`src/rtl/rlwe_instr_loader_if.sv`:
```
// rlwe_instr_loader_if: host byte stream, FIFO write port and load status bundle
interface rlwe_instr_loader_if #(
  parameter int WIDTH = 32,
  parameter int CNT_W = 19
);
  logic             in_valid;
  logic             in_ready;
  logic [7:0]       in_data;
  logic             clear;
  logic             full;
  logic             enqueue_en;
  logic [WIDTH-1:0] value_i;
  logic             busy;
  logic             done;
  logic             err_len;
  logic             err_chk;
  logic [CNT_W-1:0] words_loaded;
  modport master (
    output in_valid, in_data, clear, full,
    input  in_ready, enqueue_en, value_i, busy, done, err_len, err_chk, words_loaded
  );
  modport slave (
    input  in_valid, in_data, clear, full,
    output in_ready, enqueue_en, value_i, busy, done, err_len, err_chk, words_loaded
  );
endinterface

```
`src/rtl/rlwe_instr_loader.sv`:
```
// rlwe_instr_loader: assembles framed LE byte stream into 32-bit words and enqueues them into the instruction FIFO
module rlwe_instr_loader #(
  parameter int WIDTH     = 32,
  parameter int MAX_WORDS = 262144,
  parameter int CNT_W     = $clog2(MAX_WORDS + 1)
) (
  input logic              clk,
  input logic              rst_n,
  rlwe_instr_loader_if.slave bus
);
  typedef enum logic [2:0] {S_LEN, S_DATA, S_CHK, S_DONE, S_ERR} state_e;
  state_e           state_q, state_d;
  logic [1:0]       byte_q, byte_d;
  logic [23:0]      asm_q, asm_d;
  logic             pend_q, pend_d;
  logic [WIDTH-1:0] value_q, value_d;
  logic [WIDTH-1:0] sum_q, sum_d;
  logic [CNT_W-1:0] words_q, words_d;
  logic [CNT_W-1:0] len_q, len_d;
  logic             done_q, done_d;
  logic             err_len_q, err_len_d;
  logic             err_chk_q, err_chk_d;
  logic             in_rdy;
  logic             acc;
  logic             last;
  logic             enq;
  logic [WIDTH-1:0] word;
  // handshake decode; the first three bytes shift down so the fourth lands on top
  always_comb begin
    in_rdy = (state_q == S_LEN) || (state_q == S_CHK) || (state_q == S_DATA && !pend_q);
    acc    = bus.in_valid && in_rdy;
    last   = acc && (byte_q == 2'd3);
    enq    = (state_q == S_DATA) && pend_q && !bus.full && !bus.clear;
    word   = {bus.in_data, asm_q};
  end
  // next-state and datapath updates; clear overrides everything else
  always_comb begin
    state_d   = state_q;
    byte_d    = byte_q;
    asm_d     = asm_q;
    pend_d    = pend_q;
    value_d   = value_q;
    sum_d     = sum_q;
    words_d   = words_q;
    len_d     = len_q;
    done_d    = done_q;
    err_len_d = err_len_q;
    err_chk_d = err_chk_q;
    if (acc) begin
      byte_d = byte_q + 2'd1;
      asm_d  = {bus.in_data, asm_q[23:8]};
    end
    case (state_q)
      S_LEN: begin
        if (last) begin
          if (word == '0 || word > WIDTH'(MAX_WORDS)) begin
            state_d   = S_ERR;
            err_len_d = 1'b1;
          end else begin
            state_d = S_DATA;
            len_d   = word[CNT_W-1:0];
            words_d = '0;
            sum_d   = '0;
          end
        end
      end
      S_DATA: begin
        if (last) begin
          value_d = word;
          pend_d  = 1'b1;
        end
        if (enq) begin
          pend_d  = 1'b0;
          words_d = words_q + CNT_W'(1);
          sum_d   = sum_q + value_q;
          state_d = (words_q + CNT_W'(1) == len_q) ? S_CHK : S_DATA;
        end
      end
      S_CHK: begin
        if (last) begin
          state_d   = S_DONE;
          done_d    = 1'b1;
          err_chk_d = (word != sum_q);
        end
      end
      default: ;
    endcase
    if (bus.clear) begin
      state_d   = S_LEN;
      byte_d    = '0;
      pend_d    = 1'b0;
      sum_d     = '0;
      words_d   = '0;
      done_d    = 1'b0;
      err_len_d = 1'b0;
      err_chk_d = 1'b0;
    end
  end
  // state registers; reset drops any partial word
  always_ff @(posedge clk or negedge rst_n) begin
    if (!rst_n) begin
      state_q   <= S_LEN;
      byte_q    <= '0;
      asm_q     <= '0;
      pend_q    <= 1'b0;
      value_q   <= '0;
      sum_q     <= '0;
      words_q   <= '0;
      len_q     <= '0;
      done_q    <= 1'b0;
      err_len_q <= 1'b0;
      err_chk_q <= 1'b0;
    end else begin
      state_q   <= state_d;
      byte_q    <= byte_d;
      asm_q     <= asm_d;
      pend_q    <= pend_d;
      value_q   <= value_d;
      sum_q     <= sum_d;
      words_q   <= words_d;
      len_q     <= len_d;
      done_q    <= done_d;
      err_len_q <= err_len_d;
      err_chk_q <= err_chk_d;
    end
  end
  assign bus.in_ready     = in_rdy;
  assign bus.enqueue_en   = enq;
  assign bus.value_i      = value_q;
  assign bus.busy         = (state_q == S_DATA) || (state_q == S_CHK);
  assign bus.done         = done_q;
  assign bus.err_len      = err_len_q;
  assign bus.err_chk      = err_chk_q;
  assign bus.words_loaded = words_q;
endmodule

```
`src/flat_wrapper.sv`:
```
// flat-port wrapper written by rule: the top's interface ports become plain ports
module rlwe_instr_loader_flat 
#(
  parameter int WIDTH     = 32,
  parameter int MAX_WORDS = 262144,
  parameter int CNT_W     = $clog2(MAX_WORDS + 1)
)
  (clk, rst_n, bus_in_valid, bus_in_data, bus_clear, bus_full, bus_in_ready, bus_enqueue_en, bus_value_i, bus_busy, bus_done, bus_err_len, bus_err_chk, bus_words_loaded);
  rlwe_instr_loader_if #(.WIDTH(WIDTH), .CNT_W(CNT_W)) bus_i ();
  input logic clk;
  input logic rst_n;
  input wire logic [$bits(bus_i.in_valid)-1:0] bus_in_valid;
  input wire logic [$bits(bus_i.in_data)-1:0] bus_in_data;
  input wire logic [$bits(bus_i.clear)-1:0] bus_clear;
  input wire logic [$bits(bus_i.full)-1:0] bus_full;
  output wire logic [$bits(bus_i.in_ready)-1:0] bus_in_ready;
  output wire logic [$bits(bus_i.enqueue_en)-1:0] bus_enqueue_en;
  output wire logic [$bits(bus_i.value_i)-1:0] bus_value_i;
  output wire logic [$bits(bus_i.busy)-1:0] bus_busy;
  output wire logic [$bits(bus_i.done)-1:0] bus_done;
  output wire logic [$bits(bus_i.err_len)-1:0] bus_err_len;
  output wire logic [$bits(bus_i.err_chk)-1:0] bus_err_chk;
  output wire logic [$bits(bus_i.words_loaded)-1:0] bus_words_loaded;
  assign bus_i.in_valid = bus_in_valid;
  assign bus_i.in_data = bus_in_data;
  assign bus_i.clear = bus_clear;
  assign bus_i.full = bus_full;
  assign bus_in_ready = bus_i.in_ready;
  assign bus_enqueue_en = bus_i.enqueue_en;
  assign bus_value_i = bus_i.value_i;
  assign bus_busy = bus_i.busy;
  assign bus_done = bus_i.done;
  assign bus_err_len = bus_i.err_len;
  assign bus_err_chk = bus_i.err_chk;
  assign bus_words_loaded = bus_i.words_loaded;
  rlwe_instr_loader #(.WIDTH(WIDTH), .MAX_WORDS(MAX_WORDS), .CNT_W(CNT_W)) u_core (.clk(clk), .rst_n(rst_n), .bus(bus_i));
endmodule
```
`config.mk`:
```
export PLATFORM = sky130hd
export DESIGN_NAME = rlwe_instr_loader_flat
export DESIGN_NICKNAME = d
export VERILOG_FILES = /design/src/rtl/rlwe_instr_loader_if.sv /design/src/rtl/rlwe_instr_loader.sv /design/src/flat_wrapper.sv
export SDC_FILE = /design/constraint.sdc
export NUM_CORES = 1
export LEC_CHECK = 0
export ABC_AREA = 0
export CAP_MARGIN = 20
export CORE_UTILIZATION = 45
export DETAILED_ROUTE_END_ITERATION = 16
export SYNTH_ARGS = -nofsm -noshare
export SYNTH_HDL_FRONTEND = slang
export SYNTH_SLANG_ARGS = --single-unit
```
`constraint.sdc`:
```
create_clock -name clk -period 3.3 [get_ports clk]
set_clock_uncertainty 0.05 [all_clocks]
set_input_delay 0.66 -clock clk [delete_from_list [all_inputs] [get_ports clk]]
set_output_delay 0.66 -clock clk [all_outputs]
set_load 0.01 [all_outputs]
```
* After elaboration in Yosys (flattened, before gate mapping)
Cells that the tools add are included.
** Operators by class
- $lt $le $gt $ge :: 1
- Equal/unequal tests :: 9
- Bitwise operators :: 1
- Add/subtract/negate cells :: 3
- Reduce and logical (&&, ||, !) cells :: 31
- Mux-type cells :: 32
** Operators by type and width (count)
- two-way mux 32 bit :: 4
- two-way mux 19 bit :: 4
- one-hot mux 32 bit (2 select lines) :: 1
- one-hot mux 19 bit (2 select lines) :: 1
- adder 32 bit :: 1
- greater-than comparator 32 x 19 -> 1 bit (second input constant) :: 1
- logical NOT 32 bit :: 1
- inequality test 32 bit :: 1
- adder 19 x 1 -> 19 bit (second input constant) :: 1
- == test 19 bit :: 1
- two-way mux 3 bit :: 5
- two-way mux 1 bit :: 13
- nonzero test 2 bit :: 6
- one-hot mux 3 bit (3 select lines) :: 1
- AND reduction 4 bit :: 2
- logical AND 1 bit :: 6
- two-way mux 2 bit :: 3
- inequality test 3 x 2 -> 1 bit (second input constant) :: 2
- inequality test 3 bit (second input constant) :: 2
- AND reduction 2 bit :: 3
- AND reduction 3 bit :: 2
- nonzero test 3 bit :: 2
- logical OR 1 bit :: 4
- nonzero test 4 bit :: 1
- other kinds (7) :: 9
** Word-level totals
- Input port bits :: 13
- Output and inout port bits :: 57
- Word-level logic and storage cells :: 88
- Register bits :: 135

* Longest topological paths before layout
- Depth after elaboration :: 9
- Depth in mapped cells :: 12
- Depth with buffers taken out :: 12

* Least setup slack after synthesis
Ideal clock, no wire load.
- Kind :: register to register
- From :: reg u_core.value_q[0] (netlist: u_core.bus.value_i[0])
- To :: reg u_core.sum_q[30]
- Arrival time :: 2778 ps
- Setup time :: 122 ps
- Required time :: 3128 ps
- Buffers on the path :: 0
- Stages on the path, launching flop included :: 13
- Slack :: 350 ps
- Cell sequence :: dfrtp_1 -> ha_1 -> inv_1 -> fa_1 -> and2b_1 -> o211ai_2 -> a31oi_4 -> o21ai_2 -> o31ai_2 -> a41oi_2 -> nor4b_2 -> o21ai_1 -> a32o_1
** Between the ends
- Longest elaborated chain between the ends :: 4
** Ends and longest elaborated chain
- start, declared :: line rlwe_instr_loader.sv:16 : logic [WIDTH-1:0] value_q, value_d;
- start signal, assigned :: line rlwe_instr_loader.sv:118 : value_q <= value_d;
- adder 32 bit :: line rlwe_instr_loader.sv:75 : sum_d = sum_q + value_q;
- two-way mux 32 bit :: line rlwe_instr_loader.sv:72 : if (enq) begin
- one-hot mux 32 bit (2 select lines) :: line rlwe_instr_loader.sv:53 : case (state_q)
- two-way mux 32 bit :: line rlwe_instr_loader.sv:88 : if (bus.clear) begin
- end signal, assigned :: line rlwe_instr_loader.sv:119 : sum_q <= sum_d;
- end, declared :: line rlwe_instr_loader.sv:17 : logic [WIDTH-1:0] sum_q, sum_d;
Every way passes these cells. The select of a mux whose other input is x is not followed.
A chain may end at the register's enable or synchronous reset.

* Final worst setup path
- From :: reg u_core.sum_q[0]
- To :: reg u_core.sum_q[30]
** Between the ends
- Longest elaborated chain between the ends :: 4
** Ends and longest elaborated chain (line)
- adder 32 bit :: rlwe_instr_loader.sv:75
- two-way mux 32 bit :: rlwe_instr_loader.sv:72
- one-hot mux 32 bit (2 select lines) :: rlwe_instr_loader.sv:53
- two-way mux 32 bit :: rlwe_instr_loader.sv:88
Every way passes these cells. The select of a mux whose other input is x is not followed.

==> key figures <==
Run
  – # Max-Cap Violations: 0

Floorplan
  – I/O pin count: 70
  – Die Ht: 136 um
  – FP Rows: 48
  – Chip Width: 136 um
  – Initial Util: 0.463
  – Core outline area: 17400 um^2
  – Total Die Area: 18400 um^2

STA
  – Minimum clock period: 3.11 ns
  – Hold slack: 0.0760 ns
  – Slew Limit Fails: 0
  – Worst-Margin Slew: 0.621 ns
  – Fmax: 321 MHz
  – Setup violations, final: 0
  – Hold Violations, Final: 0
  – Crit share post-route: 0.943
  – Setup TNS: 0 ns
  – RSZ-0062 raised after global routing: no
  – Worst setup margin: 0.189 ns
  – Relative slew slack: 0.581

Logic synthesis
  – Yosys top cell area share: 0.420
  – Mapped Area: 8040 um^2
  – Post-Synthesis Cells: 786
  – Asr flop ratio synth: 1.00
  – Syn nets: 833
  – Yosys cell types: 69
  – Most common cell in the netlist: dfrtp_1
  – Yosys warns: 0
  – Area leader, netlist: dfrtp_1
  – Syn_area_per_cell: 10.2 um^2
  – Synth area leaders: dfrtp_1 (42%), mux2_2 (11%), ha_1 (5.1%)
  – Sequential fraction of the synthesis area: 0.420
  – Most common flop cell mapped by yosys: dfrtp_1
  – Number of flops mapped to enable cells by yosys: 0
  – Most frequent cells after synthesis: dfrtp_1 (135), mux2_2 (75), nand2_1 (67)
  – Synth Register Bits: 135

Clocking
  – CTS tree: yes
  – Worst-Skew Late Latency: 0.43 ns
  – CTS Buf Count: 17
  – Root buf cell: clkbuf_16
  – CTS Buffer Depth: 2
  – CTS Hold Bufs: 0
  – CTS sink cnt: 135
  – CTS H-tree depth: 4
  – Clock-pin slew on the worst setup and hold paths: 0.06 ns

Pwr
  – Combinational power share: 0.079
  – Net Sw Frac: 0.249
  – Leakage: 4.41 nW
  – Cell-internal power: 3.05 mW
  – Total power: 4.06 mW
  – Sw power: 1.01 mW
  – Worst IR Drop VDD: 403 uV
  – Flop pwr share: 0.439
  – Clock share of power: 0.482
  – Pwr Density: 419 nW/um^2

GRT
  – Vias in the first global route: 6334
  – Global route total overflow: 0
  – Largest net degree at the start of global routing: 51
  – Initial antenna violation count: 0
  – First-pass GRT wire length: 35000 um
  – Gr usage total: 0.251

Drt
  – Post-route ant nets: 0
  – Iter 0 DRT Violations: 404
  – TritonRoute pass-1 iters: 6
  – Via count: 6429
  – DRC viols: 0
  – DR vias/cell: 5.80
  – Wire per inst: 19.5 um
  – Final WL: 21600 um

Status
  – Status: finished clean

Placement
  – GPL Wtd Cong: 0.880
  – DP Worst Slack: 0.106 ns
  – Placed Area: 9080 um^2
  – DP HPWL: 15400 um
  – Port-buffer cells: 69

Critical path
  – Data arrival, critical path: 3.38 ns
  – CP Launch Point: u_core.sum_q[0]
  – CP Launch Type: flip-flop
  – Setup CP Type: flip-flop to flip-flop
  – Critical Path Sink: u_core.sum_q[30]
  – CP max FO: 3
  – Crit Reg-Reg Endpoint: u_core.sum_q[30]
  – CP required: 3.57 ns
  – FF-to-FF Start: u_core.sum_q[0]
  – Flop2flop setup slack: 0.19 ns
  – R2R cell count: 12
  – CP endpoint kind: flip-flop

Layout
  – Final net count: 917
  – Area grow syn2layout: 20.6%
  – Diode count: 0
  – Ratio of cells with drive above 1 in the final layout: 0.183
  – Final Cell Area: 9700 um^2

Worst hold path
  – Worst Hold Class: input pin to asynchronous set/reset pin
## final cells by class
type | instances | area (um^2)
inverter | 15 | 56.3
clock inverter | 13 | 155
multi-input combinational | 602 | 4440
tap | 225 | 282
timing repair buffer | 99 | 942
fill | 1523 | 7660
clock buffer | 19 | 443
sequential | 135 | 3380
## state kept, by name, summed over array words and instances (netlist names)
register	count
u_core.len_q	19
u_core.bus.err_len	1
u_core.pend_q	1
u_core.byte_q	2
u_core.sum_q	32
u_core.bus.err_chk	1
u_core.asm_q	24
u_core.bus.value_i	32
u_core.bus.done	1
u_core.bus.words_loaded	19
u_core.state_q	3
## how the worst min path moves through the flow
| stage | end | slack, ns |
|---|---|---|
| finish | u_core.bus.words_loaded[6] | 0.08 |
| CTS | u_core.bus.words_loaded[6] | 0.08 |
| floorplan | u_core.asm_q[0] | 0.31 |
| global placement | u_core.bus.done | 0.44 |
| detailed placement | u_core.bus.done | 0.45 |
| global route | u_core.bus.words_loaded[6] | 0.08 |
## cell usage in the layout, fill, tap and decap left out, types with 4 or more instances in the layout
master | synthesis | layout
a21o_1 | 14 | 14
a21oi_1 | 39 | 39
a22o_1 | 5 | 5
a31oi_1 | 7 | 7
and2_1 | 6 | 6
and3_1 | 4 | 4
buf_4 | 4 | 28
clkbuf_16 | 0 | 17
clkdlybuf4s50_1 | 0 | 68
clkinv_2 | 0 | 5
dfrtp_1 | 135 | 135
ha_1 | 33 | 33
inv_1 | 14 | 14
mux2_2 | 75 | 75
nand2_1 | 67 | 67
nand2b_1 | 9 | 9
nand3_1 | 17 | 17
nand4_1 | 14 | 14
nor2_1 | 42 | 42
nor2b_1 | 8 | 8
nor3_1 | 10 | 10
nor4_1 | 14 | 14
o211ai_1 | 7 | 7
o21ai_0 | 42 | 42
o21ai_1 | 27 | 27
o21bai_1 | 4 | 4
o31ai_1 | 8 | 8
o31ai_2 | 11 | 10
or3_1 | 6 | 6
xnor2_1 | 36 | 36
xor2_1 | 44 | 44
## cell families (layout without fill, tap and decap cells)
group,after synthesis,in the layout,share of synthesized area
muxes,77,77,0.108
buffers and inverters,49,146,0.0299
adders and majority gates,34,34,0.0538
DFF,135,135,0.420
AOI/OAI and AO/OA,193,193,0.160
xor gates and xnor gates,80,80,0.0871
and+or+nand+nor,218,218,0.142
## repair_timing
action	4_1_cts	5_1_grt
setup buffers	0	0
endpoints found under the setup margin	0	5
gates resized for setup	0	2
## power by group through the flow
| stage | registers (mW) | logic [mW] | clock network (mW) |
|---|---|---|---|
| 2_1_floorplan | 1.80 | 0.132 | 0 |
| 3_3_place_gp | 1.81 | 0.320 | 0 |
| 3_5_place_dp | 1.81 | 0.325 | 0 |
| 4_1_cts | 1.78 | 0.326 | 1.98 |
| 5_1_grt | 1.79 | 0.347 | 2.05 |
| 6_report | 1.78 | 0.321 | 1.96 |
## worst max-delay path: stages, from the launching register on
cell and delay, ns:
dfrtp_1 0.39, ha_1 0.21, inv_1 0.06, fa_1 0.39, and2b_1 0.24, o211ai_2 0.11
a31oi_4 0.24, o21ai_2 0.12, o31ai_4 0.28, a41oi_2 0.22, nor4b_2 0.32, o21ai_1 0.11
a32o_1 0.25
## metal layers
metal,global-route usage,vias to the layer above,part of all wire
met3,0.0359,24,0.038
met4,0.0836,0,0.014
met2,0.395,180,0.46
li1,-,3037,-
met5,0,-,0
met1,0.353,3188,0.49
## through the flow
stage,std cells,utilization
finish,1108,0.559
global route,1108,0.559
CTS,1108,0.558
detailed placement,1076,0.523
global placement,1076,0.523
floorplan,786,-
(Power assumes the default switching activity.)
